[config.mk]
export PLATFORM = sky130hd
export DESIGN_NAME = inst_fetch_unit
export DESIGN_NICKNAME = d
export VERILOG_FILES = /design/src/rtl/inst_fetch_unit.sv
export SDC_FILE = /design/constraint.sdc
export NUM_CORES = 1
export LEC_CHECK = 0
export ABC_AREA = 1
export BUFFER_PORTS_ARGS = -buffer_cell sky130_fd_sc_hd__buf_2
export CORE_MARGIN = 2
export CORE_UTILIZATION = 61
export CTS_CLUSTER_SIZE = 16
export DETAILED_ROUTE_END_ITERATION = 6
export PLACE_DENSITY = 0.93
export SETUP_SLACK_MARGIN = 0.1
export SLEW_MARGIN = 25
export SYNTH_ARGS = -nofsm -noshare
export SYNTH_HDL_FRONTEND = slang
export SYNTH_SLANG_ARGS = --single-unit
[constraint.sdc]
create_clock -name clk -period 7.23 [get_ports clk]
set_input_delay 0.3615 -clock clk [delete_from_list [all_inputs] [get_ports clk]]
set_output_delay 0.3615 -clock clk [all_outputs]
set_load 0.1 [all_outputs]
[src/rtl/inst_fetch_unit.sv]
// Instruction fetch initiator: walks a fetch PC over a single-cycle 16-bit memory
// and queues {instruction, PC} pairs in a small prefetch FIFO for decode.
module inst_fetch_unit #(
    parameter int                    ADDR_WIDTH = 16,
    parameter int                    DEPTH      = 4,
    parameter logic [ADDR_WIDTH-1:0] RESET_PC   = '0
) (
    input  logic                       clk,
    input  logic                       rst,
    output logic [ADDR_WIDTH-1:0]      mem_addr,
    output logic                       mem_enable,
    output logic                       mem_wr,
    input  logic [15:0]                mem_data,
    input  logic                       redirect_valid,
    input  logic [ADDR_WIDTH-1:0]      redirect_pc,
    input  logic                       halt,
    output logic                       inst_valid,
    input  logic                       inst_ready,
    output logic [15:0]                inst_out,
    output logic [ADDR_WIDTH-1:0]      inst_pc,
    output logic [$clog2(DEPTH):0]     count
);
    localparam int PW = $clog2(DEPTH);
    localparam int CW = PW + 1;

    logic [ADDR_WIDTH-1:0] fetch_pc;
    logic [PW-1:0]         head, tail;
    logic [CW-1:0]         cnt;
    logic [15:0]           fifo_inst [DEPTH];
    logic [ADDR_WIDTH-1:0] fifo_pc   [DEPTH];
    logic                  push, pop;

    // Issue ignores inst_ready so the decode handshake never reaches the memory path.
    assign mem_enable = ~rst & ~halt & ~redirect_valid & (cnt < CW'(DEPTH));
    assign mem_wr     = 1'b0;
    assign mem_addr   = rst ? '0 : fetch_pc;
    assign push       = mem_enable;

    assign inst_valid = ~rst & (cnt != '0);
    assign pop        = inst_valid & inst_ready;
    assign inst_out   = inst_valid ? fifo_inst[head] : '0;
    assign inst_pc    = inst_valid ? fifo_pc[head]   : '0;
    assign count      = rst ? '0 : cnt;

    always_ff @(posedge clk) begin
        if (rst) begin
            fetch_pc <= RESET_PC & ~ADDR_WIDTH'(1);
            head     <= '0;
            tail     <= '0;
            cnt      <= '0;
        end else if (redirect_valid) begin
            // Flush wins over any pop presented in the same cycle.
            fetch_pc <= redirect_pc & ~ADDR_WIDTH'(1);
            head     <= '0;
            tail     <= '0;
            cnt      <= '0;
        end else begin
            if (push) begin
                fifo_inst[tail] <= mem_data;
                fifo_pc[tail]   <= fetch_pc;
                tail            <= tail + PW'(1);
                fetch_pc        <= fetch_pc + ADDR_WIDTH'(2);
            end
            if (pop)
                head <= head + PW'(1);
            cnt <= cnt + CW'(push) - CW'(pop);
        end
    end
endmodule

# After elaboration in Yosys (flattened, before gate mapping)
# Memory sizes are Yosys's and may differ from the RTL's. A register that Yosys moved wholly into a read port is not among the register bits.
# Index checks and enable logic that the tools add are counted.
word_totals:
  ram_bits: 128
  mem_count: 2
  reg_bits: 23
  input_bits: 37
  wordCells: 38
classes:
  n_addsub: 5
  n_lt_le_gt_ge: 1
  n_reduce_logical: 3
  mux: 14
  n_bitwise: 8
memory_table:
  columns: ["name", "depth", "width", "rd", "rd_clocked_by_memory_dff", "write_ports", "line_no", "text"]
  rows:
  - ["fifo_inst", 4, 16, 1, 1, 1, "29", "logic [15:0] fifo_inst [DEPTH];"]
  - ["fifo_pc", 4, 16, 1, 1, 1, "30", "logic [ADDR_WIDTH-1:0] fifo_pc [DEPTH];"]
ops:
  columns: ["operator", "count"]
  rows:
  - ["$mux W16", 5]
  - ["$add A16 B2 Y16 const B", 1]
  - ["$mux W2", 4]
  - ["$and A1 B1 Y1", 5]
  - ["$add A2 B1 Y2 const B", 2]
  - ["$mux W1", 4]
  - ["$add A3 B1 Y3", 1]
  - ["$lt A3 B3 Y1 const B", 1]
  - ["$mux W3", 1]
  - ["$not A1 Y1", 3]
  - ["$reduce_bool A3 Y1", 1]
  - ["$sub A3 B1 Y3", 1]
  - ["$reduce_bool A2 Y1", 1]
  - ["$reduce_or A2 Y1", 1]

# Logic depth before layout (Yosys ltp)
# Gate-level depths: netlist of run 1.
depth:
  ltp_word: 8
  mapped_depth: 11
  mapped_depth_nobuf: 11

# Least setup slack after synthesis of run 1
# No wires, ideal clock.
synth_timing:
  path_type: "input to output"
  from: "input port rst"
  to: "output port inst_out[0]"
  n_path_buf: 2
  slack_ns: 4.495
  path_stages: 5
  arrival_time_ns: 2.374
  t_required_ns: 6.868
  cell_sequence: "buf_4 inv_1 nand2_2 clkbuf_1 a21oi_1"
synth_via:
  elab_chain_cells: 3
synth_rtl:
  columns: ["item", "line_no", "text"]
  rows:
  - ["start: declaration", "9", "input logic rst,"]
  - ["$not A1 Y1", "39", "assign inst_valid = ~rst & (cnt != '0);"]
  - ["$and A1 B1 Y1", "39", null]
  - ["$mux W16", "41", "assign inst_out = inst_valid ? fifo_inst[head] : '0;"]
  - ["end: declaration", "19", "output logic [15:0] inst_out,"]
# No other way between the ends.

==> metrics.md, run 1 <==
| Metric | Value |
|---|---|
| Status | completed |
| Int Pwr | 1.420 mW |
| Filler Cell Count | 702 |
| Top post-synthesis cells by area | edfxtp_1 (59%), nor2_1 (9.9%), dfxtp_1 (7.6%) |
| Tcrit/Tclk final | 0.4601 |
| Share of cells above drive strength 1 | 0.1926 |
| Crit end category | primary output |
| Reg2reg end | cnt[2] |
| Core Footprint | 0.01023 mm2 |
| FFs w/ async S/R, synth | 0 |
| Crit path launch type | flop |
| Placed insts | 809 |
| Total GRT Usage | 0.2460 |
| WL met2 | 6985 um |
| CTS root buf | clkbuf_8 |
| Final net count | 738 |
| Simple-gate area share of the yosys netlist | 0.1557 |
| First-pass GRT wire length | 21040 um |
| Largest area contributor in the netlist | edfxtp_1 |
| Worst-path fanout max | 63 |
| Final Power | 1.865 mW |
| Final cell count without fillers | 842 |
| CTS Buffer Depth | 2 |
| Max transition margin | 0.2999 |
| Post-CTS sizing | 0 |
| Top-count cell post-synth | nor2_1 |
| WL final | 13530 um |
| Power Dens Cells | 252.3 mW/mm2 |
| Final setup fails | 0 |
| Die area | 0.01123 mm2 |
| Count of final hold-check violations | 0 |
| WS Path Type | reg2out |
| Multi-input gate area | 0.001826 mm2 |
| Sequential cell area | 0.004205 mm2 |
| Sw Share | 0.2386 |
| DR iter-0 viols | 421 |
| RSZ-0062 raised after global routing | false |
| Critical Path RT | 6.87 ns |
| Yosys reg bits | 148 |
| Combinational power share | 0.069 |
| Hold_sp | mem_data[6] |
| Reg2reg path depth | 11 |
| Port Buffer Count | 86 |
| Hold buffer count at cts | 0 |
| R2R Path Start | cnt[1] |
| Tmin final | 3.326 ns |
| WHS Endpoint | fifo_inst[3][6] |
| Largest family of logic cells by synthesized area | simple AND/OR/NAND/NOR gates |
| IO Pins | 91 |
| Worst reg2reg setup slack | 4.52 ns |
| Share of the synthesized area in the top cell type | 0.5871 |
| Max Slew Vio Count | 0 |
| Placed cell areas | 0.006827 mm2 |
| # rows | 37 |
| Die X | 106.0 um |
| Met1 Wirelength | 5107 um |
| Max Freq | 0.3006 GHz |
| Post-DP HPWL | 7784 um |
| Max-cap viol count | 0 |
| WL met3 | 1067 um |
| GP Congestion | 0.8837 |
| Clk_lat worst skew | 0.51 ns |
| Setup Fix Bufs, Post-CTS | 0 |
| Clock sinks | 148 |
| Ys Warns | 0 |
| ANT nets after route | 0 |
| Total CTS buffers | 17 |
| Fin Setup TNS | 0 ns |
| Largest net degree at the start of global routing | 64 |
| Initial DRT Pass Iterations | 5 |
| Synth Area in Compound Gates | 0.1059 |
| Vias in the first global route | 4491 |
| Number of antenna violations at the first check in global routing | 0 |
| Top FF cell, synth | edfxtp_1 |
| Starting Density | 0.6199 |
| Syn Inst Count | 616 |
| Finished Cell Area | 0.007390 mm2 |
| Sequential area share after synthesis | 0.6629 |
| WL per Instance | 16.07 um |
| Post-Synth Adder-Cell Area | 0.01697 |
| CP arrival | 2.96 ns |
| Cell variety after synth | 31 |
| Maximum VDD drop | 176.5 uV |
| Slew @ Worst Pin | 1.048 ns |
| Psw | 0.4450 mW |
| Syn_area_per_cell | 10.30 um2 |
| DR top layer | met4 |
| Grt total ovfl | 0 |
| CTS tree | yes |
| Lkg Pwr | 2.871 nW |
| Post-synth EDFFs | 124 |
| Hold Path Stages | 1 |
| XOR/XNOR share of the synthesized area | 0.002762 |
| Clock Pin Slew Worst Setup and Hold Paths | 0.06 ns |
| Synth top cells by count | nor2_1 (167), edfxtp_1 (124), o21ai_0 (64) |
| Via Count | 4757 |
| Syn-to-layout area delta | 16.51% |
| Fin Clk Skew | 0.004474 ns |
| Mapped cell area | 0.006342 mm2 |
| Seq pwr share | 0.512 |
| Die Ht | 106.0 um |
| Portion of netlist area occupied by mux cells | 0 |
| Clock network power share | 0.419 |
| H-tree Lvls | 4 |
| DRC viols | 0 |
| Diode count | 0 |
| Hold Path Class | in2reg |
| Via density | 5.650 |
-- worst max-delay path by stage --
stage,to,slack (ns),cells past startpoint
after detailed placement,cnt[2],4.01,11
after CTS,inst_pc[7],3.90,5
final,inst_pc[7],3.90,5
after global placement,cnt[2],4.16,11
after global routing,inst_pc[7],3.72,5
after floorplan,inst_out[0],4.49,5
-- kinds of logic after synthesis --
| group | after synthesis |
|---|---|
| buf+inv | 81 |
| fa+ha+maj | 8 |
| simple gates | 245 |
| xor+xnor | 2 |
| compound gates | 131 |
| other cells | 1 |
| flops | 148 |
-- final cells by class --
cell class	count	share of cell area
multi-input combinational	389	0.2470
tap	136	0.02303
inverter	48	0.02438
sequential	148	0.5691
clock buffer	19	0.05706
clock inverter	13	0.01541
timing repair buffer	89	0.06400
-- placed cells by master (no fill, tap or decap), types with 2 or more instances in the layout --
cell	n
nand2_2	3
clkinv_4	3
buf_4	2
o21ai_1	12
o21ai_0	64
clkinvlp_4	5
nand4_1	4
nand3_1	17
a22oi_1	2
ha_1	7
dfxtp_1	23
nor2_1	163
clkbuf_1	2
edfxtp_1	124
clkbuf_16	16
a21oi_1	48
nand2_1	48
nor2_4	6
clkinv_2	4
inv_1	45
inv_2	3
a31oi_1	2
buf_2	86
or2_2	2
conb_1	3
-- sequential cells by signal, summed over array words and instances (netlist names), named ones only --
register / count
cnt: 3
fifo_pc: 60
fifo_inst: 64
tail: 2
head: 2
fetch_pc: 15
-- power by group through the flow --
stage	Combinational, mW	Sequential [mW]	Clock (mW)
2_1_floorplan	0.101	0.966	0
3_3_place_gp	0.124	0.969	0
3_5_place_dp	0.128	0.971	0
4_1_cts	0.129	0.953	0.785
5_1_grt	0.138	0.955	0.821
6_report	0.129	0.954	0.782
-- metrics by stage --
stage / hold slack, ns / util / worst slack, ns
after global routing: 0.03795 / 0.7223 / 3.721
final: 0.06011 / 0.7223 / 3.904
after CTS: 0.04125 / 0.7196 / 3.903
after global placement: 0.4846 / 0.6672 / 4.157
after detailed placement: 0.5036 / 0.6672 / 4.012
after floorplan: 0.4604 / - / 4.495
-- critical path: stages (launching register included) --
cell and delay [ns]:
dfxtp_2 0.31, buf_4 0.31, inv_2 0.73, o21ai_0 0.30, a21oi_1 0.27, buf_2 0.49
-- routing by layer --
layer,vias up,track usage
li1,2239,-
met1,2229,0.2824
met2,255,0.4323
met3,34,0.06131
met4,0,0.1175
met5,-,0
Power figures use the tool's default switching activity.
==> run 2: changes to the inputs <==
CORE_UTILIZATION = 57   (was 61)
PLACE_DENSITY = 0.88   (was 0.93)
clock period = 3.4 ns   (was 7.23 ns; I/O delays follow)
==> run 2 against run 1 <==
  * Wire length increased by 3.5%
  * Clock-buffer cell count increased by 9
  * Sequential power increased by 110%
  * Final area increased by 10%
  * Sequential cell count unchanged
  * Critical path depth increased by 1
  * Worst hold slack improved by 0.030 ns
  * Sequential share of layout area decreased by 5.3 points
  * First-iteration DRC count decreased by 2.6%
  * Utilization increased by 3.0 points
  * Critical path type unchanged
  * Largest cell class unchanged
  * Highest routed layer unchanged
==> metrics.md, run 2 (synthesis gave the netlist of run 1 again) <==
| Metric | Value |
|---|---|
| Status | completed (unchanged) |
| Post-DP HPWL | 7693 um (was 7784 um) |
| Tcrit/Tclk final | 0.7946 |
| Crit path launch type | flop (unchanged) |
| Fin worst setup slack | 0.6984 ns (was 3.904 ns) |
| Multi-input gate area | 0.001826 mm2 (unchanged) |
| IO Pins | 91 (unchanged) |
| Lkg Pwr | 3.129 nW (was 2.871 nW) |
| Max transition margin | 0.3196 (was 0.2999) |
| Slew @ Worst Pin | 1.018 ns (was 1.048 ns) |
| # rows | 38 (was 37) |
| Max-cap viol count | 0 (unchanged) |
| Grt met1 use | 0.2670 (was 0.2824) |
| Clock Pin Slew Worst Setup and Hold Paths | 0.06 ns (about the same) |
| DRC viols | 0 (unchanged) |
| Diode count | 0 (unchanged) |
| Syn-to-layout area delta | 28.51% (was 16.51%) |
| Largest regs | fifo_inst x64, fifo_pc x60, fetch_pc x15 (unchanged) |
| Via Count | 4862 (was 4757) |
| CTS Buffer Depth | 2 (unchanged) |
| Post-CTS sizing | 0 (unchanged) |
| Number of antenna violations at the first check in global routing | 0 (unchanged) |
| Clk_lat worst skew | 0.52 ns (was 0.51 ns) |
| Hold Path Class | in2reg (unchanged) |
| Final net count | 770 (was 738) |
| Die Ht | 109.5 um (was 106.0 um) |
| Top reg by flops | fifo_inst (unchanged) |
| Placed cell areas | 0.007169 mm2 (was 0.006827 mm2) |
| Final setup fails | 0 (unchanged) |
| CP arrival | 2.53 ns (was 2.96 ns) |
| Clock sinks | 148 (unchanged) |
| Initial DRT Pass Iterations | 5 (unchanged) |
| WL final | 14010 um (was 13530 um) |
| Max Slew Vio Count | 0 (unchanged) |
| ANT nets after route | 0 (unchanged) |
| Largest net degree at the start of global routing | 63 (was 64) |
| Critical Path RT | 3.23 ns (was 6.87 ns) |
| H-tree Lvls | 4 (unchanged) |
| Starting Density | 0.5851 (was 0.6199) |
| DR iter-0 viols | 410 (was 421) |
| Core Footprint | 0.01084 mm2 (was 0.01023 mm2) |
| Vias in the first global route | 4873 (was 4491) |
| Fin Setup TNS | 0 ns (unchanged) |
| Busiest grt layer | met2 (unchanged) |
| Die X | 109.5 um (was 106.0 um) |
| WL per Instance | 15.96 um (was 16.07 um) |
| GR met2 Demand/Resource | 0.4400 (was 0.4323) |
| Sequential cell area | 0.004205 mm2 (unchanged) |
| CTS tree | yes (unchanged) |
| Filler Cell Count | 634 (was 702) |
| Placed insts | 814 (was 809) |
| Worst-path fanout max | 32 (was 63) |
| Post-Place Worst Slack | 1.003 ns (was 4.012 ns) |
| Commonest non-fill, non-tap cell in the layout | nor2_1 (unchanged) |
| GP Congestion | 0.8381 (was 0.8837) |
| RSZ-0062 raised after global routing | false (unchanged) |
| Grt total ovfl | 0 (unchanged) |
| Port Buffer Count | 86 (unchanged) |
| Power Dens Cells | 529.3 mW/mm2 (was 252.3 mW/mm2) |
| GRT met3 Usage | 0.06165 (was 0.06131) |
| Maximum VDD drop | 374.0 uV (was 176.5 uV) |
| Via density | 5.538 (was 5.650) |
| Largest register FFs | 64 (unchanged) |
| Count of final hold-check violations | 0 (unchanged) |
| CTS root buf | clkbuf_8 (unchanged) |
| Finished Cell Area | 0.008150 mm2 (was 0.007390 mm2) |
| Worst reg2reg setup slack | 1.13 ns (was 4.52 ns) |
| Crit end category | primary output (unchanged) |
| Total CTS buffers | 17 (unchanged) |
| WS Path Type | reg2out (unchanged) |
| Most frequent cells in the layout | nor2_1 (163), edfxtp_1 (124), o21ai_0 (64), buf_2 (64) (was nor2_1 (163), edfxtp_1 (124), buf_2 (86)) |
| Die area | 0.01199 mm2 (was 0.01123 mm2) |
| Max Freq | 0.3701 GHz |
| Tmin final | 2.702 ns |
| First-pass GRT wire length | 21700 um (was 21040 um) |
| Fin Clk Skew | 0.006718 ns (was 0.004474 ns) |
| Share of cells above drive strength 1 | 0.1829 (was 0.1926) |
| Total GRT Usage | 0.2431 (was 0.2460) |
| Final cell count without fillers | 878 (was 842) |
-- run 2: cell count changes in the layout (fill, tap and decap cells not counted), moves of 2 or more --
cell	change
dlygate4sd3_1	+32
buf_12	+22
buf_2	-22
clkbuf_16	+8
clkinvlp_4	-5
clkinv_2	-4
inv_6	+2
-- run 2: worst max-delay path, cell delays in order, from the launching register on --
cell     delay, ns
dfxtp_1       0.31
buf_4         0.36
inv_2         0.38
nor2_1        0.18
o21ai_0       0.11
a21oi_1       0.19
buf_2         0.45
-- run 2: path summary, 6_finish.rpt --
path                                startpoint     endpoint  cells past startpoint
worst max register to register          cnt[2]       cnt[2]                      8
worst max-delay path                      flop  inst_out[9]                      6
worst min register to register         tail[0]      tail[0]                      2
worst min-delay path            redirect_valid  fetch_pc[6]                      3
-- run 2: layout make-up --
| type | instances | share of cell area |
|---|---|---|
| sequential | 148 | 0.5160 |
| multi-input combinational | 389 | 0.2240 |
| timing repair buffer | 121 | 0.1354 |
| clock buffer | 28 | 0.07676 |
| inverter | 48 | 0.02211 |
| tap | 140 | 0.02149 |
| clock inverter | 4 | 0.004298 |
-- run 2: what timing repair did --
action                    4_1_cts  5_1_grt
hold buffers                   32        0
setup buffers                   0        0
hold endpoints to repair       80        0
-- run 2: report_power, final --
part           switching (mW)  leakage (nW)  total (mW)  internal (mW)
sequential             0.0307          1.33        2.03           2.00
combinational           0.228          1.48       0.321         0.0930
clock                   0.706         0.324        1.97           1.26
total                   0.964          3.13        4.31           3.35
-- run 2: per-layer routing --
metal / wire length [um] / up-vias
met2: 7381 / 230
met5: 0 / -
met1: 5181 / 2298
li1: - / 2296
met3: 1100 / 38
met4: 348 / 0
-- run 2: stage by stage --
stage	util	hold WS, ns	power, mW
after floorplan	-	0.2689	2.270
after global placement	0.6614	0.3792	2.339
after detailed placement	0.6614	0.3860	2.351
after CTS	0.7518	0.06099	4.323
after global routing	0.7518	0.09087	4.450
final	0.7518	0.09007	4.314
